--- config.mk ---
export PLATFORM = sky130hd
export DESIGN_NAME = seven_seg_scanner_flat
export DESIGN_NICKNAME = d
export VERILOG_FILES = /design/src/rtl/seven_seg_scanner_if.sv /design/src/rtl/seven_seg_scanner.sv /design/src/flat_wrapper.sv
export SDC_FILE = /design/constraint.sdc
export NUM_CORES = 1
export LEC_CHECK = 0
export BUFFER_PORTS_ARGS = -buffer_cell sky130_fd_sc_hd__clkbuf_2
export CORE_MARGIN = 10
export CORE_UTILIZATION = 40
export DETAILED_ROUTE_END_ITERATION = 10
export PLACE_DENSITY = 0.66
export SETUP_SLACK_MARGIN = 0.02
export SLEW_MARGIN = 15
export SYNTH_ARGS = -nofsm -noshare
export SYNTH_HDL_FRONTEND = slang
export SYNTH_SLANG_ARGS = --single-unit
--- constraint.sdc ---
create_clock -name clk -period 2.2 [get_ports clk]
set_input_delay 0.11 -clock clk [delete_from_list [all_inputs] [get_ports clk]]
set_output_delay 0.11 -clock clk [all_outputs]
set_load 0.05 [all_outputs]
--- src/rtl/seven_seg_scanner_if.sv ---
// ---------------------------------------------------------------------------
// seven_seg_scanner_if
//
// Groups the display-side signals of the seven-segment scanner.
//
//   display_data [31:0]  packed digit codes, [31:28]=AN7 ... [3:0]=AN0
//   blink_en     [7:0]   bit i=1: digit i blinks
//   dp_en        [7:0]   bit i=1: decimal point lit on digit i
//   an           [7:0]   anode enables, active-low, bit i = AN i
//   seg          [6:0]   cathodes, active-low, seg[0]=a ... seg[6]=g
//   dp                   decimal-point cathode, active-low
//   frame_done           one-cycle pulse at the end of every 8-digit frame
//
// master: the display controller side (drives digit data, watches outputs)
// slave : the scanner itself
// ---------------------------------------------------------------------------
interface seven_seg_scanner_if;
    logic [31:0] display_data;
    logic [7:0]  blink_en;
    logic [7:0]  dp_en;
    logic [7:0]  an;
    logic [6:0]  seg;
    logic        dp;
    logic        frame_done;

    modport master (
        output display_data,
        output blink_en,
        output dp_en,
        input  an,
        input  seg,
        input  dp,
        input  frame_done
    );

    modport slave (
        input  display_data,
        input  blink_en,
        input  dp_en,
        output an,
        output seg,
        output dp,
        output frame_done
    );
endinterface

--- src/rtl/seven_seg_scanner.sv ---
// ---------------------------------------------------------------------------
// seven_seg_scanner
//
// Time-multiplexed driver for an 8-digit common-anode seven-segment display.
// One digit is lit per refresh slot of REFRESH_DIV cycles. The first
// BLANK_CYCLES of every slot turn all anodes off so the previous digit's
// pattern never ghosts onto the next anode. Digit data, blink and dp enables
// are captured once per frame (prescaler==0, idx==0) so a frame is never torn.
//
// Ports:
//   clk    system clock
//   rst_n  asynchronous active-low reset
//   bus    seven_seg_scanner_if.slave (display_data, blink_en, dp_en in;
//          an, seg, dp, frame_done out)
//
// All outputs are registered and lag the prescaler/idx state by one clock.
// ---------------------------------------------------------------------------
module seven_seg_scanner #(
    parameter int REFRESH_DIV  = 100000,
    parameter int BLANK_CYCLES = 2,
    parameter int BLINK_FRAMES = 125
) (
    input  logic                clk,
    input  logic                rst_n,
    seven_seg_scanner_if.slave  bus
);

    localparam int PRESC_W = $clog2(REFRESH_DIV);
    localparam int BCNT_W  = (BLINK_FRAMES > 1) ? $clog2(BLINK_FRAMES) : 1;

    localparam logic [PRESC_W-1:0] PRESC_LAST = PRESC_W'(REFRESH_DIV - 1);
    localparam logic [PRESC_W-1:0] BLANK_END  = PRESC_W'(BLANK_CYCLES);
    localparam logic [BCNT_W-1:0]  BCNT_LAST  = BCNT_W'(BLINK_FRAMES - 1);

    localparam logic [6:0] SEG_OFF = 7'h7F;

    // -----------------------------------------------------------------------
    // Segment decode, gfedcba, active-low. Code F is deliberately blank so a
    // controller can switch a digit off by writing F into its nibble.
    // -----------------------------------------------------------------------
    function automatic logic [6:0] decode(input logic [3:0] code);
        logic [6:0] s;
        case (code)
            4'h0:    s = 7'b1000000;
            4'h1:    s = 7'b1111001;
            4'h2:    s = 7'b0100100;
            4'h3:    s = 7'b0110000;
            4'h4:    s = 7'b0011001;
            4'h5:    s = 7'b0010010;
            4'h6:    s = 7'b0000010;
            4'h7:    s = 7'b1111000;
            4'h8:    s = 7'b0000000;
            4'h9:    s = 7'b0010000;
            4'hA:    s = 7'b0001000;
            4'hB:    s = 7'b0000011;
            4'hC:    s = 7'b1000110;
            4'hD:    s = 7'b0100001;
            4'hE:    s = 7'b0000110;
            default: s = 7'b1111111;
        endcase
        return s;
    endfunction

    // Scan counters
    logic [PRESC_W-1:0] presc_reg, presc_next;
    logic [2:0]         idx_reg, idx_next;

    // Frame-synchronous shadow copies of the inputs
    logic [31:0] shadow_data_reg;
    logic [7:0]  shadow_blink_reg;
    logic [7:0]  shadow_dp_reg;

    // Blink state: hidden_reg=0 means digits are visible
    logic [BCNT_W-1:0] blink_cnt_reg, blink_cnt_next;
    logic              blink_hidden_reg, blink_hidden_next;

    // Registered outputs
    logic [7:0] an_reg, an_next;
    logic [6:0] seg_reg, seg_next;
    logic       dp_reg, dp_next;
    logic       frame_done_reg, frame_done_next;

    // Decoded per-digit views of the shadow and the scan position
    logic [3:0] nibble [8];
    logic [7:0] an_scan;

    logic slot_end;
    logic frame_start;
    logic frame_end;
    logic digit_hidden;

    genvar gi;
    generate
        for (gi = 0; gi < 8; gi++) begin : g_digit
            assign nibble[gi]  = shadow_data_reg[gi*4 +: 4];
            assign an_scan[gi] = (idx_reg != 3'(gi));
        end
    endgenerate

    assign slot_end    = (presc_reg == PRESC_LAST);
    assign frame_end   = slot_end && (idx_reg == 3'd7);
    assign frame_start = (presc_reg == '0) && (idx_reg == 3'd0);
    assign digit_hidden = shadow_blink_reg[idx_reg] && blink_hidden_reg;

    // -----------------------------------------------------------------------
    // Next-state and next-output logic
    // -----------------------------------------------------------------------
    always_comb begin
        presc_next        = presc_reg + PRESC_W'(1);
        idx_next          = idx_reg;
        blink_cnt_next    = blink_cnt_reg;
        blink_hidden_next = blink_hidden_reg;
        an_next           = 8'hFF;
        seg_next          = SEG_OFF;
        dp_next           = 1'b1;
        frame_done_next   = frame_end;

        if (slot_end) begin
            presc_next = '0;
            idx_next   = idx_reg + 3'd1;
        end

        // The counter advances in the cycle frame_done is high, which is the
        // first cycle of the next frame; that cycle is always blanked, so the
        // new phase is seen cleanly from the next frame's first active slot.
        if (frame_done_reg) begin
            if (blink_cnt_reg == BCNT_LAST) begin
                blink_cnt_next    = '0;
                blink_hidden_next = ~blink_hidden_reg;
            end else begin
                blink_cnt_next = blink_cnt_reg + BCNT_W'(1);
            end
        end

        if (presc_reg >= BLANK_END) begin
            an_next = an_scan;
            if (!digit_hidden) begin
                seg_next = decode(nibble[idx_reg]);
                dp_next  = ~shadow_dp_reg[idx_reg];
            end
        end
    end

    // -----------------------------------------------------------------------
    // Scan counters and blink state
    // -----------------------------------------------------------------------
    always_ff @(posedge clk or negedge rst_n) begin
        if (!rst_n) begin
            presc_reg        <= '0;
            idx_reg          <= 3'd0;
            blink_cnt_reg    <= '0;
            blink_hidden_reg <= 1'b0;
        end else begin
            presc_reg        <= presc_next;
            idx_reg          <= idx_next;
            blink_cnt_reg    <= blink_cnt_next;
            blink_hidden_reg <= blink_hidden_next;
        end
    end

    // -----------------------------------------------------------------------
    // Shadow latch. Loaded only at the frame boundary; that cycle's output is
    // blanked (BLANK_CYCLES >= 1), so the freshly loaded word is in place
    // before the first lit cycle of AN0.
    // -----------------------------------------------------------------------
    always_ff @(posedge clk or negedge rst_n) begin
        if (!rst_n) begin
            shadow_data_reg  <= 32'hFFFF_FFFF;
            shadow_blink_reg <= 8'h00;
            shadow_dp_reg    <= 8'h00;
        end else if (frame_start) begin
            shadow_data_reg  <= bus.display_data;
            shadow_blink_reg <= bus.blink_en;
            shadow_dp_reg    <= bus.dp_en;
        end
    end

    // -----------------------------------------------------------------------
    // Output registers
    // -----------------------------------------------------------------------
    always_ff @(posedge clk or negedge rst_n) begin
        if (!rst_n) begin
            an_reg         <= 8'hFF;
            seg_reg        <= SEG_OFF;
            dp_reg         <= 1'b1;
            frame_done_reg <= 1'b0;
        end else begin
            an_reg         <= an_next;
            seg_reg        <= seg_next;
            dp_reg         <= dp_next;
            frame_done_reg <= frame_done_next;
        end
    end

    assign bus.an         = an_reg;
    assign bus.seg        = seg_reg;
    assign bus.dp         = dp_reg;
    assign bus.frame_done = frame_done_reg;

endmodule

--- src/flat_wrapper.sv ---
// flat-port wrapper written by rule: the top's interface ports become plain ports
module seven_seg_scanner_flat 
#(
    parameter int REFRESH_DIV  = 100000,
    parameter int BLANK_CYCLES = 2,
    parameter int BLINK_FRAMES = 125
)
  (clk, rst_n, bus_display_data, bus_blink_en, bus_dp_en, bus_an, bus_seg, bus_dp, bus_frame_done);
  seven_seg_scanner_if bus_i ();
  input  logic clk;
  input  logic rst_n;
  input wire logic [$bits(bus_i.display_data)-1:0] bus_display_data;
  input wire logic [$bits(bus_i.blink_en)-1:0] bus_blink_en;
  input wire logic [$bits(bus_i.dp_en)-1:0] bus_dp_en;
  output wire logic [$bits(bus_i.an)-1:0] bus_an;
  output wire logic [$bits(bus_i.seg)-1:0] bus_seg;
  output wire logic [$bits(bus_i.dp)-1:0] bus_dp;
  output wire logic [$bits(bus_i.frame_done)-1:0] bus_frame_done;
  assign bus_i.display_data = bus_display_data;
  assign bus_i.blink_en = bus_blink_en;
  assign bus_i.dp_en = bus_dp_en;
  assign bus_an = bus_i.an;
  assign bus_seg = bus_i.seg;
  assign bus_dp = bus_i.dp;
  assign bus_frame_done = bus_i.frame_done;
  seven_seg_scanner #(.REFRESH_DIV(REFRESH_DIV), .BLANK_CYCLES(BLANK_CYCLES), .BLINK_FRAMES(BLINK_FRAMES)) u_core (.clk(clk), .rst_n(rst_n), .bus(bus_i));
endmodule
==> metrics.md <==
| Metric | Value |
|---|---|
| Die span in y | 125 um |
| Maxcap violations | 0 |
| Crit path from | u_core.idx_reg[0] |
| I/O Pins | 67 |
| Synth area leaders | dfstp_2 (28%), dfrtp_1 (25%), mux2_1 (12%), mux4_1 (4.7%), ha_1 (4.5%) |
| CTS tree | built |
| Fin nets | 521 |
| RR Startpoint | u_core.idx_reg[0] |
| Initial antenna violation count | 0 |
| Max FFs per register | 32 |
| Post-synthesis cell count | 323 |
| Clk slew on worst S/H paths | 0.10 ns |
| Synth Register Bits | 93 |
| DRC viols | 0 |
| Net Sw Frac | 25.5% |
| Largest net degree at the start of global routing | 49 |
| Synth Warn # | 0 |
| Die X-Extent | 125 um |
| Status | finished clean |
| Hold Crit Class | input pin to async pin |
| Reg2Reg Setup Slack | 0.11 ns |
| Mean routed wirelength per cell | 15.8 um |
| Worst-Skew Late Latency | 0.37 ns |
| Clk network pwr share | 33.2% |
| Synth-to-Final Area Change | 28.9% |
| Port bufs | 66 |
| Critical Path Start Type | flip-flop |
| First-pass GRT wire length | 16400 um |
| Via Count | 2943 |
| Share of post-route cells with drive strength above 1 | 37.0% |
| Fin. max-slew vios | 0 |
| RSZ-0062 raised after global routing | false |
| Final HPWL DP | 6720 um |
| Fin crit share | 94.9% |
| Critical path class | flip-flop to flip-flop |
| Cell Area, Synth | 4450 um2 |
| Synth Area per Inst | 13.8 um2 |
| Via/cell ratio | 4.91 |
| Grt total ovfl | 0 |
| Setup_tns | 0 ns |
| Fmax | 479 MHz |
| Clock sinks | 93 |
| Critical Path AT | 2.35 ns |
| Final number of hold-violating endpoints | 0 |
| ANT cells | 0 |
| Total global-route track usage | 12.6% |
| Post-Syn Nets | 389 |
| Comb pwr share | 10.1% |
| Synth area leader | dfstp_2 |
| VDD IR max | 0.000331 V |
| Vias in the first global route | 3266 |
| CP required | 2.46 ns |
| Final wirelength | 9460 um |
| Initial core utilization | 40.9% |
| Worst setup path end | u_core.bus.seg[1] |
| Initial DRT Pass Iterations | 4 |
| FF-to-FF End | u_core.bus.seg[1] |
| Crit Path Max Fanout | 6 |
| Final instance count without filler cells | 600 |
| Int Pwr | 2400 uW |
| Max-slew headroom | 62.1% |
| Final setup fails | 0 |
| Num CTS Buffers | 9 |
| DRT iter0 DRCs | 108 |
| Clock Tree Root | clkbuf_8 |
| Longest Clk Path Bufs | 2 |
| R2R depth | 5 |
| Dpl cells | 535 |
| Netlist cell types | 42 |
| Leakage power | 0.00253 uW |
| Net Switching | 819 uW |
| Share of the synthesized area in the top cell type | 28.3% |
| Remaining antenna violation count | 0 |
| Worst slew pin tran | 0.569 ns |
| Sequential power share | 56.8% |
| H-Tree Depth | 3 |
| Crit path capture type | flip-flop |
| Full die area | 15700 um2 |
| Core Rows | 38 |
| CORE AREA | 10900 um2 |
| Global placement routability congestion | 0.866 |
| Sequential-to-total area share from yosys stat | 53.7% |
| Pwr per Cell Area | 561 nW/um2 |
| Tmin final | 2.09 ns |
| Clock Skew | 0.0179 ns |
layout by cell type, fill, tap and decap left out, types with 2 or more instances in the layout:
master         Yosys  routed
inv_6              0       3
mux4_1             8       6
nand4_1            4       4
mux2i_4            0       2
and4_1             5       4
nand3_1           11      11
and3_1             4       4
inv_1              9       9
ha_1              16      15
nor4_2             2       2
nor4_1             2       2
buf_4              2      16
xnor2_1            8       8
nor3_1             2       2
nor2b_1            3       3
mux4_2             4       6
dfstp_2           48      48
buf_12             0       3
inv_2              2       2
and2_1             3       3
o21ai_0            3       3
o221ai_1           4       4
nor2_1            15      15
inv_4              0       2
mux2_1            49      49
dlygate4sd3_1      0      49
clkbuf_2           0      65
dfrtp_2            0       3
clkbuf_8           0       9
nand2_1           22      22
a22o_1             2       2
a21oi_1            3       3
xor2_1            12      12
dfrtp_1           45      42
mux2i_1           11      10
worst min path at each step:
stage                from                          to  slack, ns
global placement    rst_n  u_core.shadow_blink_reg[5]       0.13
finish              rst_n     u_core.shadow_dp_reg[2]       0.31
global route        rst_n  u_core.shadow_blink_reg[0]       0.35
detailed placement  rst_n  u_core.shadow_blink_reg[4]       0.14
CTS                 rst_n     u_core.shadow_dp_reg[2]       0.33
floorplan           rst_n     u_core.blink_cnt_reg[0]      -0.19
Yosys cell counts (all sizes together):
library cell  count
mux2             50
dfstp            48
dfrtp            45
nand2            22
ha               16
nor2             15
mux2i            13
mux4             12
xor2             12
inv              11
nand3            11
buf              10
xnor2             8
and4              5
and3              4
nand4             4
nor4              4
o221ai            4
a21oi             3
and2              3
nor2b             3
o21ai             3
a211oi            2
a22o              2
a22oi             2
clkbuf            2
nor3              2
a32oi             1
nand2b            1
nand3b            1
o31ai             1
or2               1
or3               1
or4               1
worst max-delay path, stage by stage (launching register included):
cell and delay, ns:
dfrtp_2 0.43, buf_4 0.19, mux4_2 0.49, a22o_1 0.31, a21oi_1 0.34, o221ai_1 0.22
stage by stage:
stage | instance area, um2 | worst slack (ns) | hold slack (ns) | utilization (%) | total power [uW]
finish | 5730 | 0.112 | 0.306 | 52.7 | 3220
global route | 5730 | 0.0246 | 0.349 | 52.7 | 3380
CTS | 5720 | 0.0798 | 0.326 | 52.5 | 3260
detailed placement | 5050 | 0.119 | 0.142 | 46.4 | 2110
global placement | 5050 | 0.138 | 0.135 | 46.4 | 2110
floorplan | 4460 | 0.0643 | -0.186 | - | 1990
layer usage:
| metal | global-route usage, % | wire [um] | up-vias |
|---|---|---|---|
| met2 | 20.8 | 4600 | 62 |
| met1 | 15.1 | 4260 | 1451 |
| met4 | 3.05 | 94 | 0 |
| met3 | 4.73 | 514 | 8 |
| met5 | 0 | 0 | - |
| li1 | - | - | 1422 |
power by group through the flow:
stage	sequential [uW]	combinational, uW	clock, uW
3_5_place_dp	1860	259	0
4_1_cts	1830	327	1100
5_1_grt	1830	356	1190
6_report	1830	324	1070
3_3_place_gp	1860	253	0
2_1_floorplan	1890	96.1	0
layout make-up:
| type | instances | area (um2) |
|---|---|---|
| Multi-Input combinational cell | 207 | 1950 |
| Clock inverter | 6 | 50.0 |
| Tap cell | 140 | 175 |
| Clock buffer | 10 | 128 |
| Timing Repair Buffer | 133 | 996 |
| Fill cell | 924 | 5150 |
| Sequential cell | 93 | 2390 |
| Inverter | 11 | 41.3 |
cells by family (layout without fill, tap and decap cells):
family / count (synthesis) / after routing / synth area share, %
xor gates and xnor gates: 20 / 20 / 3.94
DFF: 93 / 93 / 53.7
and+or+nand+nor: 78 / 78 / 9.14
adders and majority gates: 16 / 16 / 4.50
muxes: 75 / 75 / 22.5
buffers and inverters: 23 / 160 / 3.04
AOI/OAI and AO/OA: 18 / 18 / 3.23
what timing repair did:
action | CTS | global route
setup buffers | 0 | 0
setup endpoints to repair | 0 | 7
endpoints found under the hold margin | 65 | 0
hold buffers | 49 | 0
resized for setup | 0 | 5
No activity file was read; power rests on OpenSTA's default activity.
